## src/rtl/align_frame_ctrl.sv

```systemverilog
// Frame capture sequencer feeding the 8->32 byte aligner: sync pulse, paced data bytes,
// pad fill to a word boundary, word counting, timeout/abort error and done reporting.
module align_frame_ctrl #(
  parameter int          LEN_W    = 16,
  parameter int          TIMEOUT  = 1024,
  parameter logic [7:0]  PAD_BYTE = 8'h00
) (
  input  logic             clk,
  input  logic             rst_n,
  input  logic             i_start,
  input  logic             i_abort,
  input  logic [LEN_W-1:0] i_frame_len,
  input  logic [7:0]       i_data,
  input  logic             i_vld,
  input  logic             i_word_vld,
  output logic             o_sync,
  output logic [7:0]       o_data,
  output logic             o_wren,
  output logic             o_busy,
  output logic             o_done,
  output logic             o_err,
  output logic [LEN_W-1:0] o_word_cnt
);

  localparam int TO_W = $clog2(TIMEOUT + 1);

  typedef enum logic [2:0] {
    ST_IDLE,
    ST_SYNC,
    ST_CAPTURE,
    ST_PAD,
    ST_DONE
  } state_t;

  state_t           state_reg, state_next;
  logic [LEN_W-1:0] len_reg, len_next;
  logic [LEN_W-1:0] byte_cnt_reg, byte_cnt_next;
  logic [1:0]       pad_cnt_reg, pad_cnt_next;
  logic [TO_W-1:0]  idle_cnt_reg, idle_cnt_next;

  logic             sync_next;
  logic [7:0]       data_next;
  logic             wren_next;
  logic             busy_next;
  logic             done_next;
  logic             err_next;
  logic [LEN_W-1:0] word_cnt_next;

  always_ff @(posedge clk or negedge rst_n) begin
    if (!rst_n) begin
      state_reg    <= ST_IDLE;
      len_reg      <= '0;
      byte_cnt_reg <= '0;
      pad_cnt_reg  <= '0;
      idle_cnt_reg <= '0;
      o_sync       <= 1'b0;
      o_data       <= 8'h00;
      o_wren       <= 1'b0;
      o_busy       <= 1'b0;
      o_done       <= 1'b0;
      o_err        <= 1'b0;
      o_word_cnt   <= '0;
    end else begin
      state_reg    <= state_next;
      len_reg      <= len_next;
      byte_cnt_reg <= byte_cnt_next;
      pad_cnt_reg  <= pad_cnt_next;
      idle_cnt_reg <= idle_cnt_next;
      o_sync       <= sync_next;
      o_data       <= data_next;
      o_wren       <= wren_next;
      o_busy       <= busy_next;
      o_done       <= done_next;
      o_err        <= err_next;
      o_word_cnt   <= word_cnt_next;
    end
  end

  always_comb begin
    state_next    = state_reg;
    len_next      = len_reg;
    byte_cnt_next = byte_cnt_reg;
    pad_cnt_next  = pad_cnt_reg;
    idle_cnt_next = idle_cnt_reg;
    sync_next     = 1'b0;
    data_next     = o_data;
    wren_next     = 1'b0;
    done_next     = 1'b0;
    err_next      = o_err;
    word_cnt_next = o_word_cnt;

    // Words from the aligner are counted through the DONE cycle so the count is final at o_done.
    if (state_reg != ST_IDLE && i_word_vld)
      word_cnt_next = o_word_cnt + LEN_W'(1);

    unique case (state_reg)
      ST_IDLE: begin
        if (i_start) begin
          len_next      = i_frame_len;
          err_next      = 1'b0;
          word_cnt_next = '0;
          byte_cnt_next = '0;
          idle_cnt_next = '0;
          state_next    = (i_frame_len == '0) ? ST_DONE : ST_SYNC;
        end
      end
      ST_SYNC: begin
        sync_next  = 1'b1;
        state_next = ST_CAPTURE;
      end
      ST_CAPTURE: begin
        if (i_vld) begin
          data_next     = i_data;
          wren_next     = 1'b1;
          byte_cnt_next = byte_cnt_reg + LEN_W'(1);
          idle_cnt_next = '0;
          if (byte_cnt_reg == len_reg - LEN_W'(1)) begin
            if (len_reg[1:0] == 2'd0) begin
              state_next = ST_DONE;
            end else begin
              // 4 - len[1:0] in two bits: 1->3, 2->2, 3->1
              pad_cnt_next = 2'd0 - len_reg[1:0];
              state_next   = ST_PAD;
            end
          end
        end else if (idle_cnt_reg + TO_W'(1) == TO_W'(TIMEOUT)) begin
          err_next   = 1'b1;
          state_next = ST_DONE;
        end else begin
          idle_cnt_next = idle_cnt_reg + TO_W'(1);
        end
      end
      ST_PAD: begin
        data_next    = PAD_BYTE;
        wren_next    = 1'b1;
        pad_cnt_next = pad_cnt_reg - 2'd1;
        if (pad_cnt_reg == 2'd1)
          state_next = ST_DONE;
      end
      ST_DONE: begin
        done_next  = 1'b1;
        state_next = ST_IDLE;
      end
      default: state_next = ST_IDLE;
    endcase

    // Abort overrides every other event once a frame is in flight.
    if (i_abort && state_reg != ST_IDLE) begin
      state_next = ST_IDLE;
      err_next   = 1'b1;
      sync_next  = 1'b0;
      wren_next  = 1'b0;
      done_next  = 1'b0;
    end

    busy_next = (state_next != ST_IDLE);
  end

endmodule
```

## config.mk

```make
export PLATFORM = sky130hd
export DESIGN_NAME = align_frame_ctrl
export DESIGN_NICKNAME = d
export VERILOG_FILES = /design/src/rtl/align_frame_ctrl.sv
export SDC_FILE = /design/constraint.sdc
export NUM_CORES = 1
export LEC_CHECK = 0
export ABC_AREA = 1
export CORE_MARGIN = 2
export CORE_UTILIZATION = 45
export CTS_BUF_LIST = sky130_fd_sc_hd__clkbuf_16
export CTS_CLUSTER_SIZE = 8
export DETAILED_ROUTE_END_ITERATION = 6
export PLACE_DENSITY = 0.69
export SLEW_MARGIN = 20
export SYNTH_ARGS = -nofsm -noshare
export SYNTH_HDL_FRONTEND = slang
export SYNTH_SLANG_ARGS = --single-unit
export TNS_END_PERCENT = 100
```

## constraint.sdc

```tcl
create_clock -name clk -period 6.4 [get_ports clk]
set_clock_uncertainty 0.1 [all_clocks]
set_input_delay 1.28 -clock clk [delete_from_list [all_inputs] [get_ports clk]]
set_output_delay 1.28 -clock clk [all_outputs]
set_load 0.02 [all_outputs]
```

==> flow_summary.yaml, run 1 <==
finish:
  n_antenna_cell: 0
  synthToLayoutAreaGrowth_pct: 23.4
  nFillCells: 938
  drive_gt1_share_pct: 9.09
  ff_latch_area_um2: 1930
  fin_nets: 703
  multiInputGateArea_um2: 2250
route:
  drc: 0
  antenna_left: 0
  vias: 4025
  routed_wl_um: 10900
  first_pass_iters: 5
  wl_per_cell_um: 13.5
  viasPerCell: 5.01
  drtIter0Drc: 217
yosys:
  yosysWarnings: 0
  ys_types: 40
  syn_area_um2: 4530
  yosysTopAreaCellShare_pct: 42.5
  syn_avg_cell_area_um2: 7.50
  ys.flop_type: "dfrtp_1"
  synth_common_cells: "nand2_1, dfrtp_1, inv_1"
  ys_ff_latch: 77
  synth_edf_count: 0
  synthTopCellsByArea: "dfrtp_1, nand2_1, inv_1"
  synth_area_leader_cell: "dfrtp_1"
  netlist_instances: 604
  ys_async_sr_fraction_pct: 100
  syn_nets: 640
  ys_seq_area_share_pct: 42.5
  yosysMostFrequentCell: "nand2_1"
placement:
  pre_cts_slack_ps: 2410
  io_buffers: 58
  dp_hpwl_um: 7980
  gp_congestion: 0.892
cts:
  cts_hold_buffers: 0
  clk_latency_ps: 320
  cts-root-buf: "clkbuf_16"
  cts.sinks: 77
  htree_levels: 3
  cts_tree: "done"
  clk_path_buf_depth: 2
  cts.clk_slew.worst_paths_ps: 60
  cts_setup_buffers: 0
  cts_made_buffers: 9
  cts_resized: 0
critical_path:
  cp.arrival_ps: 3810
  worst_ep_required_time_ps: 6550
  worst-r2r-setup-slack_ps: 3500
  cp-start-kind: "input port"
  crit_type: "in2reg"
  worstPathMaxFanout: 41
  endpoint_kind: "flip-flop"
  reg2reg_depth: 8
power:
  irDropWorstVdd_mv: 0.149
  power_density_nw_per_um2: 384
  leakagePower_nw: 2.57
timing:
  setup_ws_ps: 2730
  drv_slew: 0
  finalSetupTns_ps: 0
  hold_viol_final: 0
  period_needed_ps: 3670
  finalCritPeriodShare_pct: 57.3
  rsz0062_at_grt: "false"
  finalSetupViolCount: 0
  worstMarginPinSlew_ps: 979
  max_freq_mhz: 273
  relSlewSlack_pct: 34.7
grt:
  track_usage_pct: 20.7
  grt_pass1_vias: 3986
  grt.overflow.total: 0
  use_met3_pct: 3.32
  use_met2_pct: 34.1
  grt_use_met1_pct: 28.2
  antenna_found_initial: 0
  busiest_layer: "met2"
  grt_pass1_wl_um: 18600
  grt_max_degree: 78
die:
  start_util_pct: 46.4
  dieArea_um2: 10900
  rows: 36
  pin_count: 59
  core_um2: 9770
  dieHeight_um: 104
  die_w_um: 104
run:
  maxCapViolCount: 0
worst_hold_path:
  hold_path_depth: 2
  hp-class: "reg2reg"
run_status:
  outcome: "finished clean"
## final cells by class
| type | instances | share of cell area [%] |
|---|---|---|
| Clock inverter | 6 | 1.99 |
| Clock buffer | 9 | 4.03 |
| Tap cell | 133 | 2.98 |
| Multi-Input combinational cell | 433 | 40.2 |
| Sequential cell | 77 | 34.5 |
| Inverter | 87 | 5.84 |
| Timing Repair Buffer | 59 | 10.5 |
## power breakdown
group          internal [W]  switching (W)  total [W]  leakage [nW]
clock network      0.000379       0.000199   0.000578         0.162
logic              0.000319       0.000540   0.000859          1.38
registers          0.000599       0.000113   0.000712          1.02
total               0.00130       0.000852    0.00215          2.57
## worst paths after layout
kind,start,endpoint
worst min-delay path,pad_cnt_reg[1],pad_cnt_reg[1]
max in group asynchronous,rst_n,idle_cnt_reg[2]
worst min register to register,pad_cnt_reg[1],pad_cnt_reg[1]
worst max-delay path,i_start,idle_cnt_reg[0]
worst max register to register,state_reg[2],idle_cnt_reg[0]
min in group asynchronous,rst_n,len_reg[10]
## cell families after synthesis
| group | Yosys count | share of synthesized area [%] |
|---|---|---|
| AOI/OAI and AO/OA | 77 | 10.0 |
| xor gates and xnor gates | 23 | 4.61 |
| adders and majority gates | 6 | 1.66 |
| buffers and inverters | 94 | 7.82 |
| DFF | 77 | 42.5 |
| and+or+nand+nor | 327 | 33.4 |
## per-stage QoR
step / std cells / area (µm²) / util [%] / hold slack (ps) / power (W)
2_1_floorplan: 604 / 4530 / - / 342 / 0.00131
3_3_place_gp: 789 / 5260 / 53.8 / 360 / 0.00156
3_5_place_dp: 789 / 5260 / 53.8 / 369 / 0.00157
4_1_cts: 804 / 5590 / 57.2 / 382 / 0.00216
5_1_grt: 804 / 5590 / 57.2 / 399 / 0.00231
6_report: 804 / 5590 / 57.2 / 373 / 0.00215
## critical path, cell delays in order
cell and delay [ps]:
clkdlybuf4s50_1 460, inv_1 40, nor2_2 90, buf_4 390, clkinv_1 770, a21oi_4 550, nand3_1 120, o21ai_1 110
## layer usage
metal | vias up | share of wire [%]
met4 | 0 | 0.88
li1 | 2059 | -
met5 | - | 0
met1 | 1876 | 48
met3 | 6 | 3.7
met2 | 84 | 48
## placed cells by master (no fill, tap or decap), types with 7 or more instances in the layout
master / count
nand2_1: 157
dfrtp_1: 77
inv_1: 75
nor2_1: 70
clkdlybuf4s50_1: 57
o21ai_0: 32
nand3_1: 26
a21oi_1: 18
nor3_1: 16
xor2_1: 15
nand4_1: 12
inv_2: 10
clkbuf_16: 9
nor2_2: 8
a22o_1: 8
xnor2_1: 7
nand3b_1: 7
Power figures use the tool's default switching activity.
==> inputs of run 2 (changes only) <==
PLACE_DENSITY = 0.72   (was 0.69)
clock period = 3.1 ns   (was 6.4 ns; I/O delays follow)
==> run 2 against run 1 <==
Effect of this change: hold slack got worse by 220 ps; critical path depth up 7; worst setup slack lost 2000 ps; critical endpoint is now o_busy; register-to-register slack worse by 2800 ps; largest cell class unchanged.
==> flow_summary.yaml, run 2 (same netlist as run 1, synthesis figures left out) <==
run_status:
  outcome: "finished clean"
timing:
  relSlewSlack_pct: 67.1
  drv_slew: 0
  finalSetupTns_ps: 0
  holdWs_ps: 157
  hold_viol_final: 0
  max_freq_mhz: 414
  finalCritPeriodShare_pct: 77.8
  worstMarginPinSlew_ps: 489
  finalSetupViolCount: 0
  rsz0062_at_grt: "false"
  period_needed_ps: 2410
cts:
  cts_setup_buffers: 0
  clk_latency_ps: 330
  htree_levels: 3
  cts_tree: "done"
  clk_path_buf_depth: 2
  cts_hold_buffers: 0
  cts_resized: 0
  cts.sinks: 77
  cts_made_buffers: 9
  cts.clk_slew.worst_paths_ps: 60
  cts-root-buf: "clkbuf_16"
worst_hold_path:
  hp-class: "in2async"
power:
  pwr-share-comb_pct: 42.0
  irDropWorstVdd_mv: 0.309
  leakagePower_nw: 2.58
  total_power_w: 0.00429
  netSwitchingPower_w: 0.00177
  power_density_nw_per_um2: 769
  seqPwrFrac_pct: 34.3
  swShare_pct: 41.1
  internal-power_w: 0.00253
  clockPowerShare_pct: 23.6
finish:
  stdcell_count: 809
  layout_common_cells: "nand2_1, inv_1, dfrtp_1"
  synthToLayoutAreaGrowth_pct: 23.2
  drive_gt1_share_pct: 9.17
  nFillCells: 889
  mostFrequentLayoutCell: "nand2_1"
  multiInputGateArea_um2: 2250
  fin_nets: 707
  ff_latch_area_um2: 1930
  n_antenna_cell: 0
  utilization_pct: 57.1
placement:
  io_buffers: 58
  gp_congestion: 0.894
  placed_cells: 792
  dp_hpwl_um: 8140
critical_path:
  r2r-end: "o_busy"
  worst-r2r-setup-slack_ps: 690
  worst_ep_required_time_ps: 3210
  worst-path-buf-inv: 1
  cp.depth: 15
  critPathSlowestCell: "dfrtp_1"
  cp.arrival_ps: 2520
  worstPathMaxFanout: 5
  endpoint: "o_busy"
  crit_type: "reg2reg"
  crit_family: "simple AND/OR/NAND/NOR gates"
  timing.critical_path.cells: "inv_1, ha_1, nand2_1, nor2_1, nand3_1, nand3_1, nand2_1, nor2_1, nand3_1, nor2_1, nand2_1, nand2_1, nand3_1, nand2_1, nand3_1"
  reg2reg_depth: 15
  cp-start-kind: "flip-flop"
  rr_startpoint: "len_reg[0]"
  startpoint: "len_reg[0]"
  endpoint_kind: "flip-flop"
  critPathMaxStageDelay_ps: 400
route:
  viasPerCell: 5.15
  drc: 0
  antenna_left: 0
  routed_wl_um: 11000
  wl_per_cell_um: 13.5
  drtIter0Drc: 174
  vias: 4169
  first_pass_iters: 5
grt:
  track_usage_pct: 21.0
  antenna_found_initial: 0
  grt_pass1_vias: 4074
  grt_pass1_wl_um: 18700
  grt_max_degree: 78
  grt.overflow.total: 0
run:
  maxCapViolCount: 0
die:
  die_w_um: 104
  core_um2: 9770
  pin_count: 59
  dieArea_um2: 10900
  start_util_pct: 46.4
  rows: 36
  dieHeight_um: 104
==> run 2: cell count changes in the layout (fill, tap and decap cells not counted), sizes merged <==
cell and delta:
inv +1, clkinvlp -1, buf +4, clkinv +3, bufinv -2
==> run 2: layout make-up <==
type / instances / area share, %
clock inverters: 7 / 1.05
multi-input cells: 433 / 40.3
clock buffers: 9 / 4.03
inverters: 87 / 5.85
well taps: 133 / 2.98
repair buffers: 63 / 11.3
flip-flops and latches: 77 / 34.5
==> run 2: per-stage QoR <==
stage	instance area (µm²)	worst slack [ps]
4_1_cts	5560	694
3_5_place_dp	5280	639
6_report	5580	687
2_1_floorplan	4530	1090
3_3_place_gp	5280	670
5_1_grt	5580	401
==> run 2: worst min-delay path by stage <==
stage / startpoint / to / depth (start not counted)
detailed placement: pad_cnt_reg[1] / pad_cnt_reg[1] / 2
floorplan: rst_n / byte_cnt_reg[0] / 0
global placement: pad_cnt_reg[1] / pad_cnt_reg[1] / 2
CTS: pad_cnt_reg[1] / pad_cnt_reg[1] / 2
global route: rst_n / len_reg[9] / 1
finish: rst_n / byte_cnt_reg[13] / 1
==> run 2: power groups by stage <==
stage,clock [W],combinational [W],sequential (W)
finish,0.00101,0.00180,0.00147
global route,0.00108,0.00204,0.00151
CTS,0.00103,0.00181,0.00147
detailed placement,0,0.00180,0.00149
global placement,0,0.00175,0.00148
floorplan,0,0.00117,0.00153
==> run 2: per-layer routing <==
layer | up-vias | routed length [µm] | global-route usage, %
met4 | 0 | 306 | 10.1
met5 | - | 0 | 0
met2 | 110 | 5260 | 34.0
met3 | 31 | 522 | 4.64
li1 | 2074 | - | -
met1 | 1954 | 4860 | 26.7
==> run 2: worst register-to-register path, delay by kind of cell, from the launching register on <==
family        cells  cell delay [ps]
flops             1              400
fa+ha+maj         1              250
simple gates     13             1390
buf+inv           1              180
==> inputs of run 3 (changes only) <==
clock period = 2.15 ns   (was 3.1 ns; I/O delays follow)
==> run 3 against run 2 <==
Effect of this change: the flow now finishes with violations (negative setup slack); hold slack better by 240 ps; cell count is 6.3% higher; power is 68% higher; critical path type unchanged.
==> flow_summary.yaml, run 3 (same netlist as run 1, synthesis figures left out) <==
timing:
  hold_viol_final: 0
  holdWs_ps: 393
  period_needed_ps: 2160
  setup_ws_ps: -13.2
  finalSetupViolCount: 1
  relSlewSlack_pct: 66.2
  finalCritPeriodShare_pct: 101
  worstMarginPinSlew_ps: 506
  finalSetupTns_ps: -13.2
  max_freq_mhz: 462
  drv_slew: 0
  rsz0062_at_grt: "true"
route:
  wl_per_cell_um: 14.3
  drtIter0Drc: 250
  first_pass_iters: 6
  antenna_left: 0
  drc: 0
  viasPerCell: 5.15
  routed_wl_um: 12300
  vias: 4433
power:
  power_density_nw_per_um2: 1150
  leakagePower_nw: 2.87
  irDropWorstVdd_mv: 0.542
finish:
  nFillCells: 836
  synthToLayoutAreaGrowth_pct: 39.2
  drive_gt1_share_pct: 23.8
  ff_latch_area_um2: 1930
  stdcell_count: 860
  fin_nets: 758
  mostFrequentLayoutCell: "nand2_1"
  layout_common_cells: "nand2_1, dfrtp_1, inv_1"
  n_antenna_cell: 0
  multiInputGateArea_um2: 2540
die:
  start_util_pct: 46.4
  rows: 36
  dieHeight_um: 104
  dieArea_um2: 10900
  core_um2: 9770
  die_w_um: 104
  pin_count: 59
placement:
  dp_hpwl_um: 8570
  gp_congestion: 0.879
  io_buffers: 58
  placed_cells: 822
critical_path:
  startpoint: "idle_cnt_reg[1]"
  reg2reg_depth: 14
  worst_ep_required_time_ps: 2290
  r2r-end: "idle_cnt_reg[2]"
  endpoint_kind: "flip-flop"
  worstPathMaxFanout: 4
  rr_startpoint: "idle_cnt_reg[1]"
  worst-r2r-setup-slack_ps: -10
  cp.arrival_ps: 2300
  crit_type: "reg2reg"
  cp-start-kind: "flip-flop"
  endpoint: "idle_cnt_reg[2]"
cts:
  clk_latency_ps: 330
  cts_tree: "done"
  cts_made_buffers: 9
  cts.clk_slew.worst_paths_ps: 60
  cts-root-buf: "clkbuf_16"
  cts.sinks: 77
  htree_levels: 3
  clk_path_buf_depth: 2
grt:
  grt_pass1_wl_um: 20100
  grt_pass1_vias: 4400
  grt.overflow.total: 0
  antenna_found_initial: 0
  track_usage_pct: 22.4
  grt_max_degree: 42
run_status:
  outcome: "finished with violations"
  failed_checks: "negative setup slack"
worst_hold_path:
  hp-class: "reg2reg"
run:
  maxCapViolCount: 0
-- run 3: changes by cell type in the layout (fill, tap and decap cells not counted), moves of 5 or more --
cell,delta
nor2_2,+8
buf_4,+48
inv_1,-6
nor2_4,+13
nand2_2,+13
nand3_1,-5
nor2_1,-21
nand2_1,-14
-- run 3: routing by layer --
metal | part of all wire (%) | GRT usage (%) | vias to the layer above
met5 | 0 | 0 | -
met4 | 1.8 | 6.18 | 0
met3 | 4.1 | 4.32 | 19
met2 | 50 | 37.5 | 127
met1 | 44 | 29.5 | 2114
li1 | - | - | 2173
-- run 3: worst min-delay path by stage --
| stage | from | cells after the start | end |
|---|---|---|---|
| after floorplan | rst_n | 0 | byte_cnt_reg[0] |
| after global placement | rst_n | 1 | len_reg[15] |
| after detailed placement | rst_n | 1 | len_reg[12] |
| after CTS | pad_cnt_reg[1] | 2 | pad_cnt_reg[1] |
| after global routing | o_data[5] | 1 | o_data[5] |
| final | o_err | 2 | o_err |
-- run 3: through the flow --
stage | setup WS, ps | area [µm²] | power, W | util (%)
final | -13.2 | 6310 | 0.00723 | 64.5
after global placement | -65.2 | 5530 | 0.00488 | 56.6
after floorplan | 141 | 4530 | 0.00389 | -
after CTS | 0.684 | 5970 | 0.00678 | 61.1
after detailed placement | -124 | 5530 | 0.00496 | 56.6
after global routing | -144 | 6310 | 0.00773 | 64.5
-- run 3: timing repair --
action / in CTS / in global routing
gates cloned: 0 / 1
hold buffers: 1 / 0
buffers inserted: 9 / 11
endpoints found under the setup margin: 9 / 24
gates resized for setup: 14 / 67
pin swaps: 11 / 33
endpoints found under the hold margin: 36 / 0
-- run 3: critical path, cell delays in order (launching register included) --
cell     delay, ps
dfrtp_1        360
ha_2           200
nand2_2         80
inv_4           80
nand3_4         70
nor2_4         180
xor2_2         180
nand2_1         90
nor2_2         130
nand3_4        100
nor2_4         180
inv_2           80
o21ai_4         80
nand2_1         90
o31ai_2         70
-- run 3: report_power, final --
| group | internal [W] | total (W) | switching, W |
|---|---|---|---|
| logic | 0.00142 | 0.00342 | 0.00200 |
| clock network | 0.00102 | 0.00164 | 0.000615 |
| registers | 0.00179 | 0.00217 | 0.000384 |
| total | 0.00423 | 0.00723 | 0.00300 |
-- run 3: final cells by class --
type	count	share of cell area, %
clock inverter	7	1.55
multi-input combinational	434	40.3
timing repair buffer	113	16.1
clock buffer	9	3.57
tap	133	2.64
sequential	77	30.6
inverter	87	5.22
